`src/rtl/trace_pkg.sv`:
```
// Shared types for the decode-stage trace buffer.
// Entry fields are sized by TRACE_DW; a core with wider PCs needs TRACE_DW raised.
package trace_pkg;

  localparam int TRACE_DW = 32;

  typedef enum logic [1:0] {
    MODE_OFF       = 2'b00,
    MODE_WRAP      = 2'b01,
    MODE_STOP_FULL = 2'b10,
    MODE_TRIGGER   = 2'b11
  } trace_mode_e;

  typedef enum logic [1:0] {
    ST_IDLE    = 2'b00,
    ST_CAPTURE = 2'b01,
    ST_POST    = 2'b10,
    ST_DONE    = 2'b11
  } trace_state_e;

  typedef struct packed {
    logic [TRACE_DW-1:0] pc;
    logic [TRACE_DW-1:0] instr;
  } trace_entry_t;

endpackage

```
`src/rtl/trace_ring_mem.sv`:
```
// Circular entry store: synchronous write, asynchronous read of the oldest entry.
// A write when full overwrites the oldest entry; pops on an empty store are ignored.
module trace_ring_mem
  import trace_pkg::*;
#(
  parameter  int DEPTH = 16,
  localparam int PTRW  = $clog2(DEPTH)
) (
  input  logic         clk_i,
  input  logic         rst_i,
  input  logic         clr_i,
  input  logic         wr_en_i,
  input  trace_entry_t wr_entry_i,
  input  logic         rd_pop_i,
  output trace_entry_t rd_entry_o,
  output logic [PTRW:0] count_o
);

  localparam logic [PTRW:0] FULL = (PTRW+1)'(DEPTH);

  trace_entry_t      r_mem [DEPTH];
  logic [PTRW-1:0]   r_wr_ptr;
  logic [PTRW-1:0]   r_rd_ptr;
  logic [PTRW:0]     r_count;
  logic              w_full;
  logic              w_pop;

  assign w_full = (r_count == FULL);
  assign w_pop  = rd_pop_i && (r_count != '0);

  always_ff @(posedge clk_i) begin
    if (wr_en_i && !clr_i) begin
      r_mem[r_wr_ptr] <= wr_entry_i;
    end
  end

  // Pointers are power-of-two wide, so natural overflow gives modulo-DEPTH wrap.
  always_ff @(posedge clk_i or posedge rst_i) begin
    if (rst_i) begin
      r_wr_ptr <= '0;
      r_rd_ptr <= '0;
      r_count  <= '0;
    end else if (clr_i) begin
      r_wr_ptr <= '0;
      r_rd_ptr <= '0;
      r_count  <= '0;
    end else begin
      if (wr_en_i) begin
        r_wr_ptr <= r_wr_ptr + 1'b1;
      end
      if (w_pop || (wr_en_i && w_full)) begin
        r_rd_ptr <= r_rd_ptr + 1'b1;
      end
      if (wr_en_i && !w_pop && !w_full) begin
        r_count <= r_count + 1'b1;
      end else if (w_pop && !wr_en_i) begin
        r_count <= r_count - 1'b1;
      end
    end
  end

  assign rd_entry_o = r_mem[r_rd_ptr];
  assign count_o    = r_count;

endmodule

```
`src/rtl/pipeline_trace_buffer.sv`:
```
// Decode-stage instruction trace capture with wrap, stop-on-full and PC-trigger modes.
// Captures are readable one cycle after DONE; the read port pops only on valid & ready.
module pipeline_trace_buffer
  import trace_pkg::*;
#(
  parameter  int DW    = 32,
  parameter  int DEPTH = 16,
  parameter  int CNTW  = 32,
  localparam int PTRW  = $clog2(DEPTH)
) (
  input  logic            clk_i,
  input  logic            rst_i,
  input  logic            cap_valid_i,
  input  logic [DW-1:0]   pc_i,
  input  logic [DW-1:0]   instr_i,
  input  logic            stall_fd_i,
  input  logic            stall_mw_i,
  input  logic [1:0]      mode_i,
  input  logic [DW-1:0]   trig_pc_i,
  input  logic [PTRW:0]   post_cnt_i,
  input  logic            arm_i,
  input  logic            stop_i,
  input  logic            rd_ready_i,
  output logic            rd_valid_o,
  output logic [DW-1:0]   rd_pc_o,
  output logic [DW-1:0]   rd_instr_o,
  output logic [1:0]      state_o,
  output logic [PTRW:0]   count_o,
  output logic            triggered_o,
  output logic [CNTW-1:0] cycle_cnt_o,
  output logic [CNTW-1:0] stall_cnt_o
);

  localparam logic [PTRW:0] LAST_SLOT = (PTRW+1)'(DEPTH - 1);
  localparam logic [PTRW:0] ONE_LEFT  = (PTRW+1)'(1);

  trace_state_e    r_state;
  trace_mode_e     r_mode;
  logic [PTRW:0]   r_post_len;
  logic [PTRW:0]   r_post_left;
  logic            r_triggered;
  logic [CNTW-1:0] r_cycle_cnt;
  logic [CNTW-1:0] r_stall_cnt;

  trace_state_e    w_next_state;
  logic            w_active;
  logic            w_cap;
  logic            w_arm_go;
  logic            w_trig_hit;
  logic            w_pop;
  logic [PTRW:0]   w_count;
  trace_entry_t    w_wr_entry;
  trace_entry_t    w_rd_entry;

  assign w_active   = (r_state == ST_CAPTURE) || (r_state == ST_POST);
  assign w_cap      = cap_valid_i && w_active && !arm_i;
  assign w_arm_go   = arm_i && (mode_i != MODE_OFF);
  assign w_trig_hit = w_cap && (r_state == ST_CAPTURE) && (r_mode == MODE_TRIGGER)
                      && (pc_i == trig_pc_i);
  assign w_pop      = (r_state == ST_DONE) && rd_ready_i;

  always_comb begin
    w_next_state = r_state;
    unique case (r_state)
      ST_CAPTURE: begin
        if (stop_i) begin
          w_next_state = ST_DONE;
        end else if (r_mode == MODE_STOP_FULL) begin
          if (w_cap && (w_count == LAST_SLOT)) w_next_state = ST_DONE;
        end else if (w_trig_hit) begin
          w_next_state = (r_post_len == '0) ? ST_DONE : ST_POST;
        end
      end
      ST_POST: begin
        if (stop_i || (w_cap && (r_post_left == ONE_LEFT))) w_next_state = ST_DONE;
      end
      default: ;
    endcase
    if (arm_i) begin
      w_next_state = w_arm_go ? ST_CAPTURE : ST_IDLE;
    end
  end

  always_ff @(posedge clk_i or posedge rst_i) begin
    if (rst_i) begin
      r_state     <= ST_IDLE;
      r_mode      <= MODE_OFF;
      r_post_len  <= '0;
      r_post_left <= '0;
      r_triggered <= 1'b0;
      r_cycle_cnt <= '0;
      r_stall_cnt <= '0;
    end else begin
      r_state <= w_next_state;
      if (w_arm_go) begin
        r_mode      <= trace_mode_e'(mode_i);
        r_post_len  <= post_cnt_i;
        r_post_left <= '0;
        r_triggered <= 1'b0;
        r_cycle_cnt <= '0;
        r_stall_cnt <= '0;
      end else begin
        if (w_trig_hit) begin
          r_triggered <= 1'b1;
          r_post_left <= r_post_len;
        end else if ((r_state == ST_POST) && w_cap) begin
          r_post_left <= r_post_left - 1'b1;
        end
        // Counters saturate rather than wrap so long captures stay meaningful.
        if (w_active) begin
          if (r_cycle_cnt != {CNTW{1'b1}}) r_cycle_cnt <= r_cycle_cnt + 1'b1;
          if ((stall_fd_i || stall_mw_i) && (r_stall_cnt != {CNTW{1'b1}})) begin
            r_stall_cnt <= r_stall_cnt + 1'b1;
          end
        end
      end
    end
  end

  assign w_wr_entry.pc    = TRACE_DW'(pc_i);
  assign w_wr_entry.instr = TRACE_DW'(instr_i);

  trace_ring_mem #(
    .DEPTH      (DEPTH)
  ) u_ring (
    .clk_i      (clk_i),
    .rst_i      (rst_i),
    .clr_i      (w_arm_go),
    .wr_en_i    (w_cap),
    .wr_entry_i (w_wr_entry),
    .rd_pop_i   (w_pop),
    .rd_entry_o (w_rd_entry),
    .count_o    (w_count)
  );

  assign rd_valid_o  = (r_state == ST_DONE) && (w_count != '0);
  assign rd_pc_o     = w_rd_entry.pc[DW-1:0];
  assign rd_instr_o  = w_rd_entry.instr[DW-1:0];
  assign state_o     = r_state;
  assign count_o     = w_count;
  assign triggered_o = r_triggered;
  assign cycle_cnt_o = r_cycle_cnt;
  assign stall_cnt_o = r_stall_cnt;

endmodule

```
`config.mk`:
```
export PLATFORM = sky130hd
export DESIGN_NAME = pipeline_trace_buffer
export DESIGN_NICKNAME = d
export VERILOG_FILES = /design/src/rtl/trace_pkg.sv /design/src/rtl/trace_ring_mem.sv /design/src/rtl/pipeline_trace_buffer.sv
export SDC_FILE = /design/constraint.sdc
export NUM_CORES = 1
export LEC_CHECK = 0
export CAP_MARGIN = 20
export CELL_PAD_IN_SITES_DETAIL_PLACEMENT = 1
export CELL_PAD_IN_SITES_GLOBAL_PLACEMENT = 1
export CORE_MARGIN = 2
export CORE_UTILIZATION = 53
export DETAILED_ROUTE_END_ITERATION = 8
export HOLD_SLACK_MARGIN = 0.05
export PLACE_DENSITY_LB_ADDON = 0.1
export SLEW_MARGIN = 20
export SYNTH_ARGS = -nofsm -noshare
export SYNTH_HDL_FRONTEND = slang
export SYNTH_SLANG_ARGS = --single-unit
```
`constraint.sdc`:
```
create_clock -name clk_i -period 5.11 [get_ports clk_i]
set_clock_uncertainty 0.15 [all_clocks]
set_input_delay 0.511 -clock clk_i [delete_from_list [all_inputs] [get_ports clk_i]]
set_output_delay 0.511 -clock clk_i [all_outputs]
set_load 0.01 [all_outputs]
```
# == After elaboration in Yosys (flattened, before gate mapping) ==
# Memory sizes are Yosys's and may differ from the RTL's.
# Index checks and enable logic that the tools add are counted.
# Widths: inputs -> output; s select.
# word_totals
wordCells,103
reg_bits,92
mem_bits_rw,1024
memories,1
# op_classes
reduce_logical,42
n_eq_ne,14
muxes,29
addsub,7
# memory_table
memory,depth,word_bits,read_ports,rd_clocked_by_memory_dff,write_ports,line,rtl
u_ring.r_mem,16,64,1,0,1,trace_ring_mem.sv:21,trace_entry_t r_mem [DEPTH];
# op_table
operator,n
$mux 32,6
$add 32x1->32 const B,2
$ne 32x32->1 const B,2
$eq 32x32->1,1
$mux 5,6
$logic_and 1x1->1,18
$mux 4,4
$reduce_bool 2->1,7
$mux 2,6
$ne 5x4->1 const B,2
$sub 5x1->5 const B,2
$reduce_bool 3->1,3
$add 4x1->4 const B,2
$eq 2x2->1 const B,4
$mux 1,6
$add 5x1->5 const B,1
$eq 5x1->1 const B,1
$eq 5x4->1 const B,1
$eq 5x5->1 const B,1
$logic_not 1->1,5
$logic_not 5->1,1
$reduce_bool 5->1,1
$logic_or 1x1->1,4
$pmux 2 s2,1
4 further kinds,5

# == Longest topological paths before layout ==
# logic_depth
word_depth,12
depth_mapped,12

# == Hierarchy ==
# A second synthesis with hierarchy kept.
# hier_totals
cells_unflattened,2520
hier_area_um2,44649.1
# modules_own_cells
module,area_each_um2,seq_area_each_um2,cells_per_inst,n_inst
trace_ring_mem,39974.6,31074.8,2007,1
pipeline_trace_buffer,4674.5,1976.9,513,1

# == Worst setup path before layout ==
# No wires, ideal clock.
# synth_timing
path_type,register to register
start,"reg r_state[0], in the netlist state_o[0]"
end,mem u_ring.r_mem[4][0] (netlist name) (enable)
t_arrival_ns,3.278
slack_ns,1.253
path_buffers,1
path_stages_with_launch,8
path_cell_list,dfrtp_1 -> inv_1 -> ha_1 -> nor3b_2 -> clkbuf_1 -> nand2_1 -> nor2_1 -> and2_1
# synth_via
elab_chain_cells,7
word_cells_on_any_way,8
# synth_lines
item,line,rtl
"start, declared",pipeline_trace_buffer.sv:37,trace_state_e r_state;
"start signal, assigned",pipeline_trace_buffer.sv:94,r_state <= w_next_state;
$eq 2x1->1 / $eq 2x2->1 (equally long branches),pipeline_trace_buffer.sv:55,assign w_active = (r_state == ST_CAPTURE) || (r_state == ST_POST);
$logic_or 1x1->1 *,pipeline_trace_buffer.sv:55,
$logic_and 1x1->1 * (2 in a row),pipeline_trace_buffer.sv:56,assign w_cap = cap_valid_i && w_active && !arm_i;
$logic_and 1x1->1 *,trace_ring_mem.sv:32,if (wr_en_i && !clr_i) begin
$mux 1 *,trace_ring_mem.sv:32,
$mux 1 (implied by the code) *,trace_ring_mem.sv:33,r_mem[r_wr_ptr] <= wr_entry_i;
"end, declared",trace_ring_mem.sv:21,
# Every way passes the cells marked *; elsewhere a longest branch is shown, timed or not.

# == Worst setup path in the final report ==
# layout_timing
start,reg u_ring.r_rd_ptr[0]
end,out rd_instr_o[2]
# layout_via
elab_chain_cells,1
# layout_lines
item,line,rtl
"start, declared",trace_ring_mem.sv:23,logic [PTRW-1:0] r_rd_ptr;
"start signal, assigned",trace_ring_mem.sv:52,r_rd_ptr <= r_rd_ptr + 1'b1;
$mem_v2 16x64,--,
"end, declared",pipeline_trace_buffer.sv:26,"output logic [DW-1:0] rd_instr_o,"
# No other way between the ends.

==> impl_metrics.toml <==
[synth]
synthCells = 2025
ys_async_sr_fraction_pct = 8.244
yosys.cell_types.count = 54
edff_count_synth = 1024
yosysWarningCount = 0
syn_area_mm2 = 0.04375
syn_area_per_cell_um2 = 21.60
yosys_register_bits = 1116
ys_dominant_reg_cell = "edfxtp_1"
synth_seq_area_share_pct = 75.55
mappedNetlistNets = 2153

[route]
routed_wl_um = 108000
met2RoutedLength_um = 55890
routed-via-count = 21769
drt_first_iter_violations = 1793
post_drt_wl_per_cell_um = 30.82
detail_route.vias_per_cell = 6.214
topRoutingLayerUsed = "met5"
residual_antenna_violating_net_count_after_detailed_routing = 0
drt_pass1_iterations = 5
dr_wl_met3_um = 6346
post-route-drc-count = 0
wirelength_met1_um = 43500

[run]
max_capacitance_violation_count = 0

[grt]
gr-total-overflow = 0
grt_max_degree = 92
antenna_violations_before_repair = 8
overall_global_routing_resource_usage_pct = 26.12
grt_pass1_wl_um = 162100
first_global_vias = 23917

[power_and_ir_drop]
power_density_mw_per_mm2 = 442.2
vdd_ir_drop_max_mv = 0.2817
p_leak_nw = 16.32

[die]
start_util_pct = 53.45
core_mm2 = 0.08185
die_height_um = 291.3
std_cell_rows = 105
top_level_ports = 248
die_area_mm2 = 0.08486
width_of_the_chip_um = 291.3

[clock_network]
clock_tree.buffer_depth = 3
clkLatencyLatePin_ns = 0.68
cts_setup_buffers = 0
clock_sinks = 1116
cts_tree = "done"
ctsHoldBuffers = 0
clk_pin_slew_ns = 0.06
htreeDepth = 3
root_buffer = "clkbuf_16"
cts_resizes = 0
number_of_buffers_added_by_the_clock_tree_synthesis_step = 111

[setup_path]
worst-setup-path-type = "reg -> out"
path_max_fanout = 52
critical_path_arrival_ns = 3.75
critPathRequiredTime_ns = 4.45
endpoint_kind = "output pin"
cp-start-kind = "flip-flop"

[timing]
worst_slew_pin_slew_ns = 1.031
final_min_period_over_clock_period_pct = 86.24
max_freq_ghz = 0.2269
setup-violations-final = 0
fin_crit_ns = 4.407
timing.setup.tns_ns = 0
slew-limit-headroom_pct = 31.26
total_count_of_max_transition_violations_in_the_final_report = 0
hold_viol_final = 0
grt_setup_unrepaired = "no"

[finish]
instances_no_fill = 3503
final_layout_net_count = 2462
num-fill-cells = 6698
most-common-layout-cells = "edfxtp_1 (1024), mux4_2 (320), clkdlybuf4s50_1 (247)"
most_frequent_standard_cell_in_the_layout_excluding_fill_and_tap_cells = "edfxtp_1"
post-route-cell-area_mm2 = 0.05172
post-route-util_pct = 63.19
syn2layout_area_growth_pct = 18.23
final_layout_size_suffix_gt1_share_pct = 23.65

[place]
place_inst = 3291
buffer_ports.inserted = 247
place.detailed.hpwl_um = 59280
place.gp.congestion = 0.8040
dpl_cell_area_mm2 = 0.04784

[worst_hold_path]
holdCritPathClass = "in -> async"

[run_status]
run_status = "finished clean"
[sequential cells by signal, indices dropped and copies added (netlist names)]
signal / count
state_o: 2
cycle_cnt_o: 32
u_ring.count_o: 5
r_post_left: 5
u_ring.r_wr_ptr: 4
u_ring.r_rd_ptr: 4
r_mode: 2
triggered_o: 1
u_ring.r_mem: 1024
r_post_len: 5
stall_cnt_o: 32
[layout make-up]
type | instances | area, um2 | share of cell area (%)
Inverter | 12 | 47.55 | 0.09193
Sequential cell | 1116 | 33070 | 63.93
Antenna cell | 2 | 5.005 | 0.009677
Clock inverter | 79 | 932.1 | 1.802
Timing Repair Buffer | 286 | 3090 | 5.975
Tap cell | 1070 | 1339 | 2.588
Clock buffer | 131 | 2935 | 5.675
Multi-Input combinational cell | 807 | 10300 | 19.92
[synth_stat cells (4+ instances only)]
library cell	count	area, um2
inv_1	12	45.04
buf_2	25	125.1
or3_1	10	62.56
nor4_1	23	143.9
xnor2_1	22	192.7
clkbuf_1	55	206.5
buf_1	6	22.52
and3_1	11	68.82
and2_1	18	112.6
xor2_1	68	595.6
or4_1	4	30.03
nand4_1	27	168.9
o21ai_0	26	130.1
a211oi_1	5	37.54
dfrtp_1	92	2302
edfxtp_1	1024	30750
nor3_1	15	75.07
mux4_2	320	7207
nand3_1	31	155.2
ha_1	16	200.2
a21oi_1	23	115.1
nand2_1	59	221.5
nor2_1	78	292.8
a31oi_1	5	31.28
[power by group]
| part | switching (W) | internal, W |
|---|---|---|
| logic | 0.00180 | 0.00218 |
| registers | 0.000204 | 0.0101 |
| clock network | 0.00346 | 0.00508 |
[final timing paths]
check / startpoint / end / slack, ns / depth (start not counted)
max: u_ring.r_rd_ptr[0] / rd_instr_o[2] / 0.70 / 4
min: rst_i / r_post_left[3] / 0.16 / 2
max reg2reg: u_ring.count_o[0] / u_ring.count_o[4] / 1.30 / 10
min reg2reg: r_post_len[4] / r_post_len[4] / 0.38 / 2
max in group asynchronous: rst_i / stall_cnt_o[15] / 3.66 / 3
min in group clk_i: post_cnt_i[1] / r_post_len[1] / 0.23 / 3
[stage by stage]
stage	power, W	setup slack (ns)	hold slack, ns
2_1_floorplan	0.01309	1.253	0.2979
4_1_cts	0.02308	0.6264	0.1536
3_3_place_gp	0.01449	1.227	0.3450
5_1_grt	0.02364	0.5349	0.2002
6_report	0.02287	0.7033	0.1561
3_5_place_dp	0.01457	1.135	0.3520
[logic make-up after synthesis]
group                    share of synthesized area (%)
AND/OR/NAND/NOR                                  3.547
XOR/XNOR                                         1.802
multiplexers                                     16.55
AO/OA/AOI/OAI                                    1.030
adder cells (fa/ha/maj)                         0.5034
flip-flops                                       75.55
buffers and inverters                            1.021
[metal layers]
layer  vias to the layer above  track usage [%]
li1                       9073                -
met1                     11755            35.21
met2                       791            44.97
met3                       136            4.360
met4                        14            6.230
met5                         -                0
[worst max-delay path, stage by stage, from the launching register on]
cell             delay [ns]
dfrtp_4                0.92
buf_12                 0.44
mux4_2                 0.57
mux4_2                 0.50
clkdlybuf4s50_1        0.58
(Power assumes the default switching activity.)
